===== config.mk =====
export PLATFORM = sky130hd
export DESIGN_NAME = fib_ref_seq
export DESIGN_NICKNAME = d
export VERILOG_FILES = /design/src/rtl/fib_ref_seq.sv
export SDC_FILE = /design/constraint.sdc
export NUM_CORES = 1
export LEC_CHECK = 0
export CORE_MARGIN = 3
export CORE_UTILIZATION = 54
export DETAILED_ROUTE_END_ITERATION = 8
export GPL_TIMING_DRIVEN = 0
export HOLD_SLACK_MARGIN = 0.12
export PLACE_DENSITY = 0.85
export SLEW_MARGIN = 20
export SYNTH_ARGS = -nofsm -noshare
export SYNTH_HDL_FRONTEND = slang
export SYNTH_SLANG_ARGS = --single-unit

===== constraint.sdc =====
create_clock -name clk -period 2.8 [get_ports clk]
set_clock_uncertainty 0.2 [all_clocks]
set_input_delay 0.42 -clock clk [delete_from_list [all_inputs] [get_ports clk]]
set_output_delay 0.42 -clock clk [all_outputs]
set_load 0.02 [all_outputs]

===== src/rtl/fib_ref_seq.sv =====
// Modulo-2^N Fibonacci reference: expected walks 0,1,1,2,3,... one term per advance.
module fib_ref_seq #(
  parameter int N = 8
) (
  input  logic         clk,
  input  logic         rst_n,
  input  logic         clear,
  input  logic         advance,
  output logic [N-1:0] expected
);

  logic [N-1:0] a;
  logic [N-1:0] b;

  always_ff @(posedge clk or negedge rst_n) begin
    if (!rst_n) begin
      a <= '0;
      b <= N'(1);
    end else if (clear) begin
      a <= '0;
      b <= N'(1);
    end else if (advance) begin
      a <= b;
      b <= a + b;
    end
  end

  assign expected = a;

endmodule


* Word-level counts from Yosys, hierarchy flattened
Cells that the tools add are included.
** Word-level totals
- ROM bits :: 0
- Register bits :: 16
- Memories kept :: 0
- Latch bits :: 0
- Bits of input ports :: 4
- Memory bits (writable) :: 0
- Output and inout port bits :: 8
** Cells by class
- $add $sub $neg :: 1
- Bitwise logic cells :: 0
- Reduce and logical (&&, ||, !) cells :: 1
- Muxes and demuxes :: 4
- $mul :: 0
- Shift operators :: 0
- Div/mod/pow operators :: 0
- Equal/unequal tests :: 0
- Magnitude comparators :: 0
** Operators by type and width (count)
- two-way mux 8 bit :: 4
- adder 8 bit :: 1
- nonzero test 2 bit :: 1

* Longest topological paths before layout
- Depth after elaboration :: 3
- Depth in mapped cells :: 7
- Mapped depth without buffers :: 7

* Worst setup path after synthesis
No wires, ideal clock.
- Kind :: reg2reg
- Start :: register a[0] (netlist: expected[0])
- End :: register b[6]
- Setup slack :: 0.550 ns
- Stages on the path, launching flop included :: 8
- Setup time :: 0.124 ns
- Arrival time :: 1.926 ns
- Required time :: 2.476 ns
- Path through :: dfrtp_1 -> ha_1 -> fa_1 -> a21o_1 -> a21oi_2 -> a2bb2oi_2 -> nor4b_1 -> a211o_1
** On the way
- Longest elaborated chain between the ends :: 3
** Ends and longest elaborated chain
- start: declaration :: RTL line 12 : logic [N-1:0] a;
- start signal: assignment :: RTL line 17 : a <= '0;
- start signal: assignment :: RTL line 20 : a <= '0;
- start signal: assignment :: RTL line 23 : a <= b;
- adder 8 bit :: RTL line 24 : b <= a + b;
- two-way mux 8 bit :: RTL line 22 : end else if (advance) begin
- two-way mux 8 bit :: RTL line 19 : end else if (clear) begin
- end signal: assignment :: RTL line 24
- end: declaration :: RTL line 13 : logic [N-1:0] b;
No other way between the ends. The select of a mux whose other input is x is not followed.
A chain may end at the register's enable or synchronous reset.

* Worst setup path after layout
Ends and elaborated chain as after synthesis.

==> impl_metrics.env <==
export IMPL_fp_dieW_um=49.03
export IMPL_synthesis_nets=106
export IMPL_irDropWorstVdd_mv=0.3468
export IMPL_synthAdderAreaFrac=0.1076
export IMPL_async_flop_share=1.000
export IMPL_drive_above_1_share=0.1389
export IMPL_required_ns=2.79
export IMPL_max_freq_mhz=429.9
export IMPL_synth_most_common_cell="dfrtp_1"
export IMPL_synthMuxAreaShare=0.1202
export IMPL_initial_core_util=0.6137
export IMPL_cp_arrival_ns=2.32
export IMPL_grt_pass1_wl_um=3546
export IMPL_pin_count=12
export IMPL_cts_resized=0
export IMPL_grt_pass1_vias=796
export IMPL_max_cap_violations=0
export IMPL_synth_top_family_by_area="simple AND/OR/NAND/NOR gates"
export IMPL_cts_tree="done"
export IMPL_p_clk_frac=0.335
export IMPL_ctsHtreeMaxLevel=1
export IMPL_syn_inst=94
export IMPL_r2r_cells=7
export IMPL_p_leak_nw=0.5635
export IMPL_rr_startpoint="expected[0]"
export IMPL_synth_top_cells_by_area="dfrtp_1 (38%), mux2i_1 (12%), ha_1 (8.8%), nor2_1 (4.9%), dfstp_2 (2.6%)"
export IMPL_synth_xor_area_frac=0.02628
export IMPL_drtIter0Drc=9
export IMPL_r2r_end="b[6]"
export IMPL_die_y_um=49.03
export IMPL_layout_nets=121
export IMPL_timing_hold_violations_final=0
export IMPL_path_clk_slew_ns=0.09
export IMPL_die_area_mm2=0.002403
export IMPL_diodes=0
export IMPL_synth_cell_types=35
export IMPL_viasPerCell=5.705
export IMPL_ff2ff_setup_slack_ns=0.47
export IMPL_p_seq_frac=0.529
export IMPL_numCtsBuffers=3
export IMPL_final_util=0.7158
export IMPL_switchingPower_uw=117.7
export IMPL_intPower_uw=345.9
export IMPL_numPortBuffers=10
export IMPL_cts_setup_buffers=0
export IMPL_core_area_mm2=0.001629
export IMPL_maxSlewViolCount=0
export IMPL_hold_buffers=0
export IMPL_total_power_uw=463.6
export IMPL_dominantRegCellSynth="dfrtp_1"
export IMPL_min_path_type="in -> async"
export IMPL_clock_latency_ns=0.29
export IMPL_antenna_found_initial=0
export IMPL_yosysTopAreaCell="dfrtp_1"
export IMPL_cts_sinks=16
export IMPL_place_congestion=0.7744
export IMPL_ys_ff_latch=16
export IMPL_synth_seq_area_share=0.4018
export IMPL_critical_path_class="reg -> reg"
export IMPL_p_sw_frac=0.2539
export IMPL_grt_start_max_net_pins=17
export IMPL_wire_per_inst_um=14.83
export IMPL_root_buffer="clkbuf_4"
export IMPL_rsz0062_at_grt="false"
export IMPL_syn_area_um2=999.7
export IMPL_yosysWarnings=0
export IMPL_grt_usage=0.1908
export IMPL_area_delta_synth_final_pct=16.65
export IMPL_synth_common_cells="dfrtp_1 (15), nor2_1 (13), mux2i_1 (12), ha_1 (7)"
export IMPL_synth_edf_count=0
export IMPL_slew_headroom=0.5174
export IMPL_cts_buffer_depth=2
export IMPL_fin_tns_setup_ns=0
export IMPL_dr_pass1_iters=4
export IMPL_finalCritPeriodShare=0.8307
export IMPL_period_needed_ns=2.326
export IMPL_tightestPinTransition_ns=0.7216
export IMPL_overflow=0
export IMPL_synth_compound_area_share=0.1364
export IMPL_start_kind="register"
export IMPL_p_per_area_mw_per_mm2=397.6
export IMPL_cp_max_fo=3
export IMPL_crit_path_end_kind="register"
export IMPL_fp_row_count=14
export IMPL_place_hpwl_um=1413
export IMPL_setup_violations=0
export IMPL_outcome="finished clean"
export IMPL_vias=753
export IMPL_power_frac_comb=0.136
export IMPL_drtAntennaViolNets=0
export IMPL_synth_simple_gate_area_share=0.1790
export IMPL_drc=0
export IMPL_routed_wl_um=1958
export IMPL_postSynthAreaPerCell_um2=10.64
export IMPL_yosysTopAreaCellShare=0.3755
==> sequential cells by signal, indices dropped and copies added (netlist names) <==
signal    cells
b             8
expected      8
==> through the flow <==
step / setup slack (ns) / cell area (µm²) / hold slack (ns) / instances
after floorplan: 0.5496 / 999.7 / -0.07559 / 94
after global placement: 0.5538 / 1130 / 0.3117 / 128
after detailed placement: 0.5072 / 1130 / 0.3311 / 128
after CTS: 0.4830 / 1166 / 0.3432 / 132
after global routing: 0.3811 / 1166 / 0.3690 / 132
final: 0.4740 / 1166 / 0.3451 / 132
==> critical path, cell delays in order (launching register included) <==
cell	delay, ns
dfrtp_1	0.41
ha_1	0.25
fa_1	0.42
a21o_1	0.21
a21oi_2	0.20
a2bb2oi_2	0.19
nor4b_1	0.08
a211o_1	0.26
==> kinds of logic (layout without fill, tap and decap cells) <==
family / after synthesis / after routing
AND/OR/NAND/NOR: 32 / 32
AO/OA/AOI/OAI: 18 / 18
flip-flops: 16 / 16
multiplexers: 12 / 12
adder cells (fa/ha/maj): 8 / 8
buffers and inverters: 5 / 19
XOR/XNOR: 3 / 3
==> metal layers <==
layer,track usage,share of wire,vias to the layer above
met3,0.04893,0.042,7
li1,-,-,365
met5,0,0,-
met4,0.09479,0.026,0
met1,0.2408,0.47,364
met2,0.3009,0.46,17
==> area by class of cell <==
cell class / count / area, µm²
multi-input cells: 73 / 569.3
fillers: 128 / 462.9
flip-flops and latches: 16 / 401.6
repair buffers: 10 / 100.1
clock buffers: 4 / 36.28
well taps: 24 / 30.03
plain buffers: 5 / 28.78
==> worst max-delay path by stage <==
stage	from	to	slack (ns)	cells after the start
final	expected[0]	b[6]	0.47	7
after floorplan	expected[0]	b[6]	0.55	7
after global routing	expected[0]	b[6]	0.38	7
after global placement	expected[0]	b[6]	0.55	7
after detailed placement	expected[0]	b[6]	0.51	7
after CTS	expected[0]	b[6]	0.48	7
==> power groups by stage <==
stage,sequential [mW],clock [mW],combinational [mW]
floorplan,0.251,0,0.0396
global placement,0.249,0,0.0618
detailed placement,0.250,0,0.0635
CTS,0.245,0.162,0.0637
global route,0.247,0.174,0.0699
finish,0.245,0.155,0.0629
==> cells in the final DEF, fill, tap and decap left out, types with 2 or more instances in the layout <==
| cell | count |
|---|---|
| a211o_1 | 3 |
| a21o_1 | 2 |
| a21oi_1 | 4 |
| buf_4 | 2 |
| clkbuf_4 | 3 |
| clkdlybuf4s50_1 | 10 |
| dfrtp_1 | 15 |
| ha_1 | 7 |
| mux2i_1 | 12 |
| nand2_1 | 4 |
| nor2_1 | 13 |
| nor2b_1 | 2 |
| nor3_1 | 2 |
| nor4b_1 | 2 |
| o21ai_1 | 2 |
| xnor2_1 | 3 |
Power figures use the tool's default switching activity.
